==> config.mk <==
export PLATFORM = sky130hd
export DESIGN_NAME = pix_capture_pl
export DESIGN_NICKNAME = d
export VERILOG_FILES = /design/src/rtl/pix_capture_pkg.sv /design/src/rtl/pix_capture_pl_sync.sv /design/src/rtl/pix_capture_pl.sv
export SDC_FILE = /design/constraint.sdc
export NUM_CORES = 1
export LEC_CHECK = 0
export CAP_MARGIN = 20
export CORE_MARGIN = 2
export CORE_UTILIZATION = 45
export DETAILED_ROUTE_END_ITERATION = 8
export GPL_TIMING_DRIVEN = 0
export MAX_ROUTING_LAYER = met4
export PLACE_DENSITY = 0.66
export SETUP_SLACK_MARGIN = 0.2
export SKIP_LAST_GASP = 1
export SLEW_MARGIN = 10
export SYNTH_ARGS = -nofsm -noshare
export SYNTH_HDL_FRONTEND = slang
export SYNTH_HIERARCHICAL = 1
export SYNTH_SLANG_ARGS = --single-unit
==> constraint.sdc <==
create_clock -name i_clk -period 5.8 [get_ports i_clk]
set_input_delay 0.58 -clock i_clk [delete_from_list [all_inputs] [get_ports i_clk]]
set_output_delay 0.58 -clock i_clk [all_outputs]
set_load 0.005 [all_outputs]
==> src/rtl/pix_capture_pkg.sv <==
// Shared types and pixel packing helper for the camera capture path.
package pix_capture_pkg;

    typedef enum logic [1:0] {
        IDLE       = 2'd0,
        WAIT_FRAME = 2'd1,
        ACTIVE     = 2'd2,
        FRAME_END  = 2'd3
    } cap_state_t;

    typedef enum logic {
        MODE_RGB444 = 1'b0,
        MODE_RGB565 = 1'b1
    } pix_mode_t;

    // Builds one pixel from the two camera bytes. The result is 16 bits wide;
    // a 12-bit output uses the low 12 bits. RGB565 squeezed into 12 bits keeps
    // the top four bits of each channel: R[4:1], G[5:2], B[4:1].
    function automatic logic [15:0] pack_pixel(input pix_mode_t  mode,
                                               input logic [7:0] byte0,
                                               input logic [7:0] byte1,
                                               input int         pix_w);
        logic [15:0] pix;
        case (mode)
            MODE_RGB444: pix = {4'h0, byte0[3:0], byte1};
            MODE_RGB565: begin
                if (pix_w == 32'sd12) begin
                    pix = {4'h0, byte0[7:4], byte0[2:0], byte1[7], byte1[4:1]};
                end else begin
                    pix = {byte0, byte1};
                end
            end
            default:     pix = 16'h0000;
        endcase
        return pix;
    endfunction

endpackage

==> src/rtl/pix_capture_pl_sync.sv <==
// Camera input register stage with vsync/href edge detection.
// Edge strobes are decoded from two register stages so downstream logic only
// ever sees registered camera signals.
module pix_byte_sync
    import pix_capture_pkg::*;
(
    input  logic       i_clk,
    input  logic       i_rst,
    input  logic [7:0] i_pix_byte,
    input  logic       i_pix_vsync,
    input  logic       i_pix_href,
    output logic [7:0] o_byte,
    output logic       o_href,
    output logic       o_vsync_fall,
    output logic       o_vsync_rise,
    output logic       o_href_fall
);

    logic [7:0] byte_r;
    logic       vsync_r;
    logic       href_r;
    logic       vsync_d_r;
    logic       href_d_r;

    // Register the camera bus once, then keep a delayed copy for edge detect.
    always_ff @(posedge i_clk) begin
        if (i_rst) begin
            byte_r    <= 8'h00;
            vsync_r   <= 1'b0;
            href_r    <= 1'b0;
            vsync_d_r <= 1'b0;
            href_d_r  <= 1'b0;
        end else begin
            byte_r    <= i_pix_byte;
            vsync_r   <= i_pix_vsync;
            href_r    <= i_pix_href;
            vsync_d_r <= vsync_r;
            href_d_r  <= href_r;
        end
    end

    assign o_byte       = byte_r;
    assign o_href       = href_r;
    assign o_vsync_fall = vsync_d_r & ~vsync_r;
    assign o_vsync_rise = ~vsync_d_r & vsync_r;
    assign o_href_fall  = href_d_r & ~href_r;

endmodule

==> src/rtl/pix_capture_pl.sv <==
// Parametrised OV7670 capture: assembles two-byte pixels (RGB444/RGB565),
// generates sequential frame-buffer write addresses and flags line-length,
// frame-size and overflow errors. Single clock domain (camera PCLK).
// Optional build macro PIX_CAPTURE_DECIM_EN adds i_decim: 2x2 decimation
// writing only even pixels of even lines into a packed address range.
module pix_capture_pl
    import pix_capture_pkg::*;
#(
    parameter int WIDTH  = 640,
    parameter int HEIGHT = 480,
    parameter int PIX_W  = 16,
    parameter int ADDR_W = 19
) (
    input  logic              i_clk,
    input  logic              i_rst,
    input  logic              i_en,
    input  logic              i_mode,
    input  logic [7:0]        i_pix_byte,
    input  logic              i_pix_vsync,
    input  logic              i_pix_href,
`ifdef PIX_CAPTURE_DECIM_EN
    input  logic              i_decim,
`endif
    output logic              o_pix_wr,
    output logic [ADDR_W-1:0] o_pix_addr,
    output logic [PIX_W-1:0]  o_pix_data,
    output logic              o_frame_done,
    output logic [7:0]        o_frame_cnt,
    output logic              o_err_line,
    output logic              o_err_frame,
    output logic              o_err_ovf
);

    // One spare bit so the address can reach WIDTH*HEIGHT even when that
    // equals 2^ADDR_W; a second spare bit gives the frame counter headroom.
    localparam int CNT_W = ADDR_W + 2;
    localparam logic [CNT_W-1:0] FULL_LIMIT  = CNT_W'(WIDTH * HEIGHT);
    localparam logic [CNT_W-1:0] DECIM_LIMIT = CNT_W'((WIDTH / 2) * (HEIGHT / 2));
    localparam logic [15:0]      LINE_LEN    = 16'(WIDTH);

    logic [7:0]  byte_s;
    logic        href_s;
    logic        vsync_fall_s;
    logic        vsync_rise_s;
    logic        href_fall_s;
    logic [15:0] pix_s;
    logic        keep_s;
    logic [CNT_W-1:0] limit_s;

    cap_state_t       state_r;
    pix_mode_t        mode_r;
    logic             phase_r;
    logic [7:0]       hold_r;
    logic [CNT_W-1:0] addr_r;
    logic [CNT_W-1:0] frame_pix_r;
    logic [15:0]      line_pix_r;
    logic [15:0]      line_cnt_r;
`ifdef PIX_CAPTURE_DECIM_EN
    logic             decim_r;
`endif

    pix_byte_sync u_sync (
        .i_clk        (i_clk),
        .i_rst        (i_rst),
        .i_pix_byte   (i_pix_byte),
        .i_pix_vsync  (i_pix_vsync),
        .i_pix_href   (i_pix_href),
        .o_byte       (byte_s),
        .o_href       (href_s),
        .o_vsync_fall (vsync_fall_s),
        .o_vsync_rise (vsync_rise_s),
        .o_href_fall  (href_fall_s)
    );

    // Pixel assembly plus the per-frame write filter and size target.
    always_comb begin
        pix_s = pack_pixel(mode_r, hold_r, byte_s, PIX_W);
`ifdef PIX_CAPTURE_DECIM_EN
        keep_s  = ~decim_r | (~line_pix_r[0] & ~line_cnt_r[0]);
        limit_s = decim_r ? DECIM_LIMIT : FULL_LIMIT;
`else
        keep_s  = 1'b1;
        limit_s = FULL_LIMIT;
`endif
    end

    // Capture FSM with registered write port, frame pulse and sticky errors.
    always_ff @(posedge i_clk) begin
        if (i_rst) begin
            state_r      <= IDLE;
            mode_r       <= MODE_RGB444;
            phase_r      <= 1'b0;
            hold_r       <= 8'h00;
            addr_r       <= '0;
            frame_pix_r  <= '0;
            line_pix_r   <= 16'd0;
            line_cnt_r   <= 16'd0;
`ifdef PIX_CAPTURE_DECIM_EN
            decim_r      <= 1'b0;
`endif
            o_pix_wr     <= 1'b0;
            o_pix_addr   <= '0;
            o_pix_data   <= '0;
            o_frame_done <= 1'b0;
            o_frame_cnt  <= 8'd0;
            o_err_line   <= 1'b0;
            o_err_frame  <= 1'b0;
            o_err_ovf    <= 1'b0;
        end else begin
            o_pix_wr     <= 1'b0;
            o_frame_done <= 1'b0;
            if (!i_en) begin
                state_r <= IDLE;
            end else begin
                case (state_r)
                    IDLE: state_r <= WAIT_FRAME;
                    WAIT_FRAME: begin
                        if (vsync_fall_s) begin
                            mode_r      <= pix_mode_t'(i_mode);
                            addr_r      <= '0;
                            frame_pix_r <= '0;
                            line_pix_r  <= 16'd0;
                            line_cnt_r  <= 16'd0;
                            phase_r     <= 1'b0;
`ifdef PIX_CAPTURE_DECIM_EN
                            decim_r     <= i_decim;
`endif
                            state_r     <= ACTIVE;
                        end
                    end
                    ACTIVE: begin
                        if (href_s) begin
                            if (!phase_r) begin
                                hold_r  <= byte_s;
                                phase_r <= 1'b1;
                            end else begin
                                phase_r    <= 1'b0;
                                line_pix_r <= line_pix_r + 16'd1;
                                if (keep_s) begin
                                    if (frame_pix_r != {CNT_W{1'b1}}) begin
                                        frame_pix_r <= frame_pix_r + {{(CNT_W-1){1'b0}}, 1'b1};
                                    end
                                    if (addr_r == limit_s) begin
                                        o_err_ovf <= 1'b1;
                                    end else begin
                                        o_pix_wr   <= 1'b1;
                                        o_pix_addr <= addr_r[ADDR_W-1:0];
                                        o_pix_data <= pix_s[PIX_W-1:0];
                                        addr_r     <= addr_r + {{(CNT_W-1){1'b0}}, 1'b1};
                                    end
                                end
                            end
                        end else if (href_fall_s && !vsync_rise_s) begin
                            // Odd byte count or wrong pixel count both mark the line bad.
                            if (phase_r || (line_pix_r != LINE_LEN)) begin
                                o_err_line <= 1'b1;
                            end
                            phase_r    <= 1'b0;
                            line_pix_r <= 16'd0;
                            line_cnt_r <= line_cnt_r + 16'd1;
                        end
                        // A write in the same cycle still completes before frame end.
                        if (vsync_rise_s) begin
                            state_r <= FRAME_END;
                        end
                    end
                    FRAME_END: begin
                        o_frame_done <= 1'b1;
                        o_frame_cnt  <= o_frame_cnt + 8'd1;
                        if (frame_pix_r != limit_s) begin
                            o_err_frame <= 1'b1;
                        end
                        state_r <= WAIT_FRAME;
                    end
                    default: state_r <= IDLE;
                endcase
            end
        end
    end

endmodule

==> flow_summary.toml <==
[clocking]
cts-buffers-inserted = 17
cts.root.buffer_cell = "clkbuf_16"
hold_bufs_at_cts = 0
clk_transition_reported_paths_ps = 60
ctsHtreeMaxLevel = 4
clock_path_buffers = 2
cts_setup_buffers = 0
clock-sinks = 130
post_cts_resize_count = 0
clock_insertion_delay_worst_skew_ps = 420
tritoncts_clock_tree = "built"

[timing]
final.period_utilization_pct = 47.3
setup-tns-final_ps = 0
hold_viol_final = 0
max_slew.worst_pin.slew_ps = 957
holdWs_ps = 451
maxSlewHeadroom_pct = 35.7
clock_skew_ps = 9.89
final_setup_slack_of_the_worst_path_ps = 3060
timing.fmax_ghz = 0.365
setup_violation_total_in_the_final_timing_report = 0
rsz0062_at_grt = "false"
period_needed_ps = 2740
final-max-slew-violation-count = 0

[floorplan]
initial_cell_density_of_the_core_pct = 45.5
fp.dieW_um = 119
die_y_um = 119
rows = 42
die_area_mm2 = 0.0142
boundaryPins = 62
core_region_area_mm2 = 0.0131

[setup_path]
reg_to_reg_startpoint = "state_r[0]"
crit_path_cell_trace = "inv_1, ha_1, clkbuf_1, nand2b_1, a211o_1, clkbuf_1, a31oi_1, clkbuf_1, a21oi_1, a31o_2"
worst-r2r-setup-slack_ps = 3060
r2r.worst_path.cells = 10
worst_path_required_time_ps = 6110
timing.critical_path.from = "state_r[0]"
rr_endpoint = "frame_pix_r[16]"
critical_path_cell_count = 10
worstPathArrival_ps = 3050
critical_path.top_delay_family = "buffers and inverters"
critical-path-slowest-cell = "clkbuf_1"
setup.worst_path.end = "frame_pix_r[16]"
critPathMostFrequentCell = "clkbuf_1"
worst-setup-path-type = "flip-flop to flip-flop"
cp_max_fo = 10
cp_num_buf_inv = 4
crit_path_start_kind = "flip-flop"
endpoint_kind_of_the_worst_setup_timing_path = "flip-flop"
crit_path_max_incr_delay_ps = 430

[power_and_ir_drop]
power.total_uw = 2020
p_clk_share_pct = 51.5
p_switching_uw = 444
switching_share_pct = 22.0
power_density_mw_per_mm2 = 275
power.internal_uw = 1580
worst_ir_drop_vdd_v = 0.000205
cellLeakagePower_uw = 0.00239
power_frac_comb_pct = 3.9
p_seq_share_pct = 44.6

[placed_design]
numPortBuffers = 60
dp_hpwl_um = 11100
gpl.final_weighted_congestion = 0.895
place_worst_setup_slack_ps = 3050
placement.cell_area_mm2 = 0.00678

[detailed_routing]
drc = 0
antenna_violating_nets_post_route = 0
initialDrtViolationCount = 545
drt_first_pass_iters = 5
routed_via_density = 5.68
avgRoutedWirePerCell_um = 15.8
postRouteWirelength_um = 15700
vias = 5647

[synthesis]
postSynthNetCount = 750
syn-instance-count = 726
post-synth-top-area-fraction_pct = 43.7
synth-seq-area-share_pct = 43.7
netlist_top_cells_area = "dfxtp_1 44%, nand2_1 8.2%, a21oi_1 6.1%"
synthesis.area_per_instance_um2 = 8.20
post-synth-top-area-cell = "dfxtp_1"
synth_area_mm2 = 0.00595
synth-edff-count = 0
yosys_warnings = 6
ys_async_sr_fraction_pct = 0
synthDistinctLibCells = 57
dominantRegCellSynth = "dfxtp_1"
synth.ff_latch_count = 130

[cells_and_area]
finalNetCount = 830
areaGrowthSynthToFinish_pct = 23.5
diodes = 0
fin_area_mm2 = 0.00735
drive_above_1_share_pct = 7.94

[global_route]
global_route_wire_length_before_repair_um = 25500
maximum_number_of_pins_on_one_net_before_global_route_repair = 17
antenna_found_initial = 0
number_of_global_route_vias_before_repair = 5315
overall_overflow_remaining_after_global_route = 0
groute.usage.overall_pct = 23.1

[worst_hold_path]
holdCritPathClass = "flip-flop to flip-flop"

[flow_run]
max_cap_violations = 0

[run_status]
outcome = "completed"
-- layout make-up --
type	count	area, um2
clock inverter	9	106
buffer	45	220
timing repair buffer	61	606
sequential	130	2600
multi-input combinational	530	3050
inverter	21	78.8
tap	176	220
fill	1209	5730
clock buffer	23	468
-- layer usage --
metal / global-route usage [%] / part of all wire (%) / up-vias
met5: - / 0 / -
met4: 9.38 / 2.0 / 0
met3: 4.74 / 5.5 / 24
met2: 36.7 / 48 / 169
met1: 28.9 / 45 / 2698
li1: - / - / 2756
-- kinds of logic (layout without fill, tap and decap cells) --
| logic type | Yosys count | count (layout) | share of synthesized area, % |
|---|---|---|---|
| xor gates and xnor gates | 19 | 19 | 2.79 |
| DFF | 130 | 130 | 43.7 |
| buffers and inverters | 66 | 159 | 5.02 |
| AOI/OAI and AO/OA | 164 | 164 | 17.6 |
| adders and majority gates | 10 | 10 | 2.10 |
| muxes | 4 | 4 | 0.672 |
| and+or+nand+nor | 333 | 333 | 28.1 |
-- flip-flops by register name (all words and copies together) (netlist names), 2 cells and up --
name	count
addr_r	21
o_pix_data	16
state_r	2
o_frame_cnt	8
u_sync/o_byte	8
o_pix_addr	19
frame_pix_r	21
line_pix_r	16
hold_r	8
-- tightest hold or removal path, cell delays in order, from the launching register on --
cell and delay (ps):
dfxtp_1 310, nand2_1 50, a21oi_1 50
-- cell usage in the layout, fill, tap and decap left out, drive strengths merged, types with 5 or more instances in the layout --
cell,count
xnor2,15
clkbuf,56
nor3,11
or3,7
o21ai,18
o31ai,5
and4,6
inv,21
nand4,20
nand2b,5
nor2b,15
and3,9
a31oi,18
nor4,13
dfxtp,130
nor4b,6
ha,10
clkdlybuf4s50,60
or4,8
nand2,130
and2,5
o211ai,8
buf,13
a211oi,5
a311oi,15
nand3,30
nor2,57
a31o,5
a21oi,73
-- how the worst min path moves through the flow --
stage,from,end,slack [ps],cells after the start
after detailed placement,u_sync/o_byte[0],hold_r[0],440,2
after floorplan,u_sync/o_byte[0],hold_r[0],430,2
after global routing,u_sync/o_byte[5],hold_r[5],460,2
after global placement,u_sync/o_byte[0],hold_r[0],440,2
after CTS,u_sync/o_byte[0],hold_r[0],450,2
final,u_sync/o_byte[5],hold_r[5],450,2
-- cells in the mapped netlist (2+ instances only) --
cell,count
a211o_1,2
a211oi_1,5
a21o_1,2
a21oi_1,72
a311oi_1,15
a31o_2,5
a31oi_1,18
a41oi_1,4
and2_1,4
and2b_2,2
and3_1,9
and4_1,6
buf_2,5
buf_6,6
clkbuf_1,33
dfxtp_1,130
ha_1,10
inv_1,21
mux2i_1,4
nand2_1,130
nand2b_1,5
nand3_1,30
nand4_1,20
nor2_1,57
nor2b_1,5
nor2b_2,8
nor2b_4,2
nor3_1,11
nor3b_1,4
nor4_1,12
nor4b_1,6
o211ai_1,7
o21a_1,2
o21ai_0,17
o31ai_1,5
or3_1,7
or3b_2,2
or4_1,6
or4_4,2
xnor2_1,15
xor2_1,4
-- per-stage QoR --
step,utilization (%),instances
floorplan,-,726
global placement,51.8,962
detailed placement,51.8,963
CTS,56.2,995
global route,56.2,995
finish,56.2,995
-- power groups by stage --
stage | Sequential [uW] | Combinational (uW) | Clock (uW)
after floorplan | 921 | 47.6 | 0
after global placement | 922 | 76.0 | 0
after detailed placement | 922 | 77.8 | 0
after CTS | 903 | 78.2 | 1050
after global routing | 903 | 85.4 | 1090
final | 903 | 78.8 | 1040
Note: power is estimated with default switching activity, not from simulation.
==> variant 1 (same flow settings) <==
`ADDR_W`: 19 -> 38.
--- a/src/rtl/pix_capture_pl.sv
+++ b/src/rtl/pix_capture_pl.sv
@@ -9,7 +9,7 @@
     parameter int WIDTH  = 640,
     parameter int HEIGHT = 480,
     parameter int PIX_W  = 16,
-    parameter int ADDR_W = 19
+    parameter int ADDR_W = 38
 ) (
     input  logic              i_clk,
     input  logic              i_rst,
Interface: changed (resized o_pix_addr); port bits go from 62 to 81. The function was not compared with the original's and may differ.
==> variant 1 against the original RTL <==
Sequential cell count up 57; combinational power grew 41%; design area grew 42%; clock skew is 0.0057 ns higher; area after synthesis rose by 46%; power increased by 28%; routed wire length is 57% higher; via count increased by 46%; count of clock-buffer cells in the layout shrank 6; worst setup slack got worse by 0.68 ns; critical path type unchanged; largest cell class unchanged; largest power group is now sequential cells; highest routed layer unchanged.
==> variant 1: results (changes against the original RTL) <==
Drt
  – Final wirelength: 24600 um (+57%)
  – Post-route ant nets: 0 (unchanged)
  – DR vias: 8237 (+46%)
  – DR pass1 iterations: 6 (+1)
  – Detailed router's first-iteration violation count: 763 (+40%)

Final layout
  – Layout cells sized above 1: 0.0714 (-0.00794)
  – Largest regs: addr_r: 40 flops, frame_pix_r: 40 flops, o_pix_addr: 38 flops
  – Non-filler instance count after layout: 1451 (+46%)
  – Nets: 1202 (+45%)
  – Filler cells: 1787 (+48%)

Placement
  – DP Cell Count: 1418 (+47%)
  – DP Wirelength: 17600 um (+59%)
  – Pre-CTS WS: 2.42 ns (-0.628 ns)
  – # port buffers: 80 (+33%)
  – RePlAce Congestion: 0.940 (+5.0%)

Min path
  – Hold Path Class: reg2reg
  – Worst hold endpoint: o_pix_addr[7]
  – Worst min-delay path startpoint: o_pix_addr[7]

Global routing
  – Total GRT Usage: 0.254 (+0.0227)
  – Vias in the first global route: 7584 (+43%)
  – Pin count of the biggest net entering global routing: 22 (+5)
  – Initial antenna violation count: 1 (+1)
  – First-pass GRT wire length: 39900 um (+56%)

Status
  – Outcome: complete, no violations

CTS
  – Clk_lat worst skew: 0.45 ns (+0.03 ns)
  – CTS max path bufs: 2 (unchanged)
  – H-tree Lvls: 4 (unchanged)
  – Clock-pin transition on the worst setup and hold timing paths: 0.08 ns (+0.02 ns)
  – Inserted Clock Buffers: 17 (unchanged)

Timing
  – Hold_ws: 0.454 ns (+0.00312 ns)
  – Worst-margin pin slew: 1.12 ns (+0.159 ns)
  – Clk_skew: 0.0156 ns (+0.00568 ns)

Yosys
  – Post-synth cell types: 77 (+35%)
  – Post-synthesis sequential area ratio: 0.430 (-0.00749)
  – FFs w/ async S/R, synth: 0 (unchanged)
  – Top post-synthesis cells by count: nand2_1 (203), dfxtp_1 (187), a21oi_1 (118)
  – Post-Synthesis Cells: 1078 (+48%)
  – Synth top area cells: dfxtp_1 (43%), nand2_1 (8.7%), a21oi_1 (6.8%), nor2_1 (3.4%), nand3_1 (3.0%)
  – Top_reg_cell synth: dfxtp_1

Power and ir drop
  – Peak supply drop: 0.219 mV (+6.9%)
  – Leak Pwr: 3.31 nW (+38%)

Setup path
  – Crit-path max cell delay: 0.89 ns (+0.46 ns)
  – FF-to-FF End: addr_r[1]
  – Max stage delay cell, worst path: a21oi_1
  – Max FO, Critical Path: 10 (unchanged)
[variant 1: cell types whose count changed after synthesis, moves of 22 or more]
cell,unedited run,this run
nor2_1,57,80
dfxtp_1,130,187
o21ai_0,17,40
a21oi_1,72,118
nand2_1,130,203
nand3_1,30,52
[variant 1: where the power goes]
part	switching (mW)	total, mW	internal, mW
Sequential	0.00503	1.29	1.29
Clock	0.598	1.19	0.588
Combinational	0.0769	0.111	0.0337
Total	0.680	2.59	1.91
[variant 1: worst max path at each step]
stage,start,endpoint,slack (ns)
5_1_grt,state_r[0],addr_r[1],2.21
3_3_place_gp,i_en,addr_r[1],2.43
3_5_place_dp,i_en,addr_r[1],2.42
4_1_cts,state_r[0],addr_r[1],2.48
6_report,state_r[0],addr_r[1],2.38
2_1_floorplan,frame_pix_r[0],frame_pix_r[31],3.34
[variant 1: logic make-up after synthesis]
group,after synthesis,synth area share
flip-flops,187,0.430
AO/OA/AOI/OAI,242,0.170
XOR/XNOR,26,0.0261
AND/OR/NAND/NOR,519,0.309
adder cells (fa/ha/maj),11,0.0158
buffers and inverters,89,0.0444
multiplexers,4,0.00474
[variant 1: layout make-up]
class	count	area, um2	area share
well taps	260	325	0.0311
plain buffers	71	319	0.0305
inverters	18	67.6	0.00646
clock buffers	17	425	0.0407
multi-input cells	802	4580	0.439
flip-flops and latches	187	3740	0.358
clock inverters	15	185	0.0177
diodes	1	2.50	0.000239
repair buffers	80	801	0.0766
[variant 1: stage by stage]
step           instance area (um2)  power, mW  utilization
2_1_floorplan                 8710       1.39            -
3_3_place_gp                  9840       1.43        0.523
3_5_place_dp                  9840       1.43        0.523
4_1_cts                      10500       2.61        0.555
5_1_grt                      10500       2.67        0.555
6_report                     10500       2.59        0.555
[variant 1: metal layers]
layer,global-route usage,up-vias,part of all wire
li1,-,4063,-
met1,0.356,3859,0.47
met2,0.365,279,0.43
met3,0.0584,36,0.079
met4,0.0730,0,0.018
met5,-,-,0
[variant 1: critical path: cells and delay by family, from the launching register on]
| family | cells | cell delay (ns) |
|---|---|---|
| AO/OA/AOI/OAI | 3 | 1.30 |
| adder cells (fa/ha/maj) | 1 | 0.20 |
| buffers and inverters | 4 | 1.08 |
| flip-flops | 1 | 0.41 |
| AND/OR/NAND/NOR | 2 | 0.35 |
==> variant 2 (same settings) <==
Without the edit above. Take the reset off `byte_r` and load it in a clocked block of its own.
--- a/src/rtl/pix_capture_pl_sync.sv
+++ b/src/rtl/pix_capture_pl_sync.sv
@@ -25,18 +25,20 @@
     // Register the camera bus once, then keep a delayed copy for edge detect.
     always_ff @(posedge i_clk) begin
         if (i_rst) begin
-            byte_r    <= 8'h00;
             vsync_r   <= 1'b0;
             href_r    <= 1'b0;
             vsync_d_r <= 1'b0;
             href_d_r  <= 1'b0;
         end else begin
-            byte_r    <= i_pix_byte;
             vsync_r   <= i_pix_vsync;
             href_r    <= i_pix_href;
             vsync_d_r <= vsync_r;
             href_d_r  <= href_r;
         end
+    end
+
+    always_ff @(posedge i_clk) begin
+        byte_r <= i_pix_byte;
     end
 
     assign o_byte       = byte_r;
Function: not settled (the Yosys comparison gave no result); the edit may change what the design does.
==> variant 2 against the original RTL <==
Area after synthesis fell by 1.7%; sequential cell count is the same; via count shrank 2.2%; power increased by 4.1%; design area decreased by 0.80%; routed wire length fell by 1.9%; synthesized cell count shrank 1.2%; count of clock-buffer cells in the layout did not move; worst setup slack lost 0.041 ns; maximum frequency shrank 1.5%; combinational power down 9.4%; critical path type unchanged; largest cell class unchanged; highest routed layer unchanged.
==> variant 2: results (changes against the original RTL) <==
Power and ir drop
  – Leak Pwr: 2.37 nW (-0.94%)
  – P_sw: 0.444 mW (about the same)

Final layout
  – Nets: 821 (-1.1%)
  – Filler cells: 1182 (-2.2%)
  – Layout cells sized above 1: 0.0642 (-0.0152)

Yosys
  – Post-synthesis sequential area ratio: 0.445 (+0.00757)
  – Syn_nets: 741 (-1.2%)
  – Post-synth cell types: 54 (-5.3%)
  – Synth top area cells: dfxtp_1 (44%), nand2_1 (8.3%), a21oi_1 (6.2%), nor2_1 (3.7%), nand3_1 (2.6%)

Placement
  – DP Wirelength: 10700 um (-3.1%)
  – Pre-CTS WS: 3.06 ns (+0.00972 ns)

Drt
  – Drt wl/cell: 15.7 um (-0.56%)
  – DR vias: 5522 (-2.2%)
  – WL met2: 7250 um (-2.7%)
  – Detailed router's first-iteration violation count: 536 (-1.7%)
  – DRT met1 WL: 6980 um (-1.1%)
  – Met3 wire length: 915 um (+6.6%)

Status
  – Outcome: complete, no violations

Global routing
  – Vias in the first global route: 5118 (-3.7%)
  – Total GRT Usage: 0.230 (-0.00122)
  – First-pass GRT wire length: 25200 um (-1.5%)

Min path
  – Worst min-delay path startpoint: o_pix_data[12]
  – Hold Path Class: reg2reg

Timing
  – Max Freq: 0.359 GHz (-1.5%)
  – Worst-margin pin slew: 0.918 ns (-0.0385 ns)

Setup path
  – CP arrival: 3.10 ns (+0.05 ns)
[variant 2: cell count changes after synthesis]
| cell | change |
|---|---|
| and2b_2 | -2 |
| buf_6 | -1 |
| nor2b_1 | +4 |
| nor2b_2 | -8 |
| nor2b_4 | -2 |
[variant 2: kinds of logic after synthesis]
logic type,count (synthesis),share of synthesized area
buf+inv,65,0.0492
mux,4,0.00684
xor+xnor,19,0.0284
flops,130,0.445
simple gates,325,0.271
fa+ha+maj,10,0.0214
compound gates,164,0.179
[variant 2: power by group through the flow]
stage	sequential, mW	combinational [mW]	clock (mW)
2_1_floorplan	0.921	0.0421	0
3_3_place_gp	0.922	0.0698	0
3_5_place_dp	0.922	0.0708	0
4_1_cts	0.903	0.0711	1.15
5_1_grt	0.904	0.0788	1.18
6_report	0.903	0.0714	1.13
[variant 2: how the worst min path moves through the flow]
stage	cells after the start	slack (ns)	to
after floorplan	2	0.43	hold_r[0]
after global placement	2	0.44	o_pix_data[12]
after detailed placement	2	0.44	o_pix_data[12]
after CTS	2	0.45	o_pix_data[12]
after global routing	2	0.47	o_pix_addr[11]
final	2	0.45	o_pix_data[12]
[variant 2: routing by layer]
layer,up-vias,track usage
met3,25,0.0557
met4,0,0.0783
met5,-,-
met2,155,0.362
li1,2731,-
met1,2611,0.290
[variant 2: worst min-delay path: cells and delay by family (launching register included)]
family	cells	cell delay, ns
DFF	1	0.30
and+or+nand+nor	1	0.05
AOI/OAI and AO/OA	1	0.05
[variant 2: final cells by class]
cell class | count | area (um2) | share of cell area
repair buffers | 61 | 606 | 0.0830
plain buffers | 44 | 209 | 0.0286
clock buffers | 23 | 468 | 0.0641
well taps | 172 | 215 | 0.0295
inverters | 21 | 78.8 | 0.0108
clock inverters | 9 | 154 | 0.0211
flip-flops and latches | 130 | 2600 | 0.357
multi-input cells | 522 | 2960 | 0.406
[variant 2: per-stage QoR]
| stage | instance area, um2 | total power [mW] | hold WS [ns] | util | instances |
|---|---|---|---|---|---|
| 6_report | 7300 | 2.11 | 0.448 | 0.576 | 982 |
| 5_1_grt | 7300 | 2.16 | 0.474 | 0.576 | 982 |
| 4_1_cts | 7300 | 2.12 | 0.450 | 0.576 | 982 |
| 3_5_place_dp | 6670 | 0.993 | 0.443 | 0.527 | 950 |
| 3_3_place_gp | 6670 | 0.992 | 0.442 | 0.526 | 949 |
| 2_1_floorplan | 5850 | 0.963 | 0.432 | - | 717 |
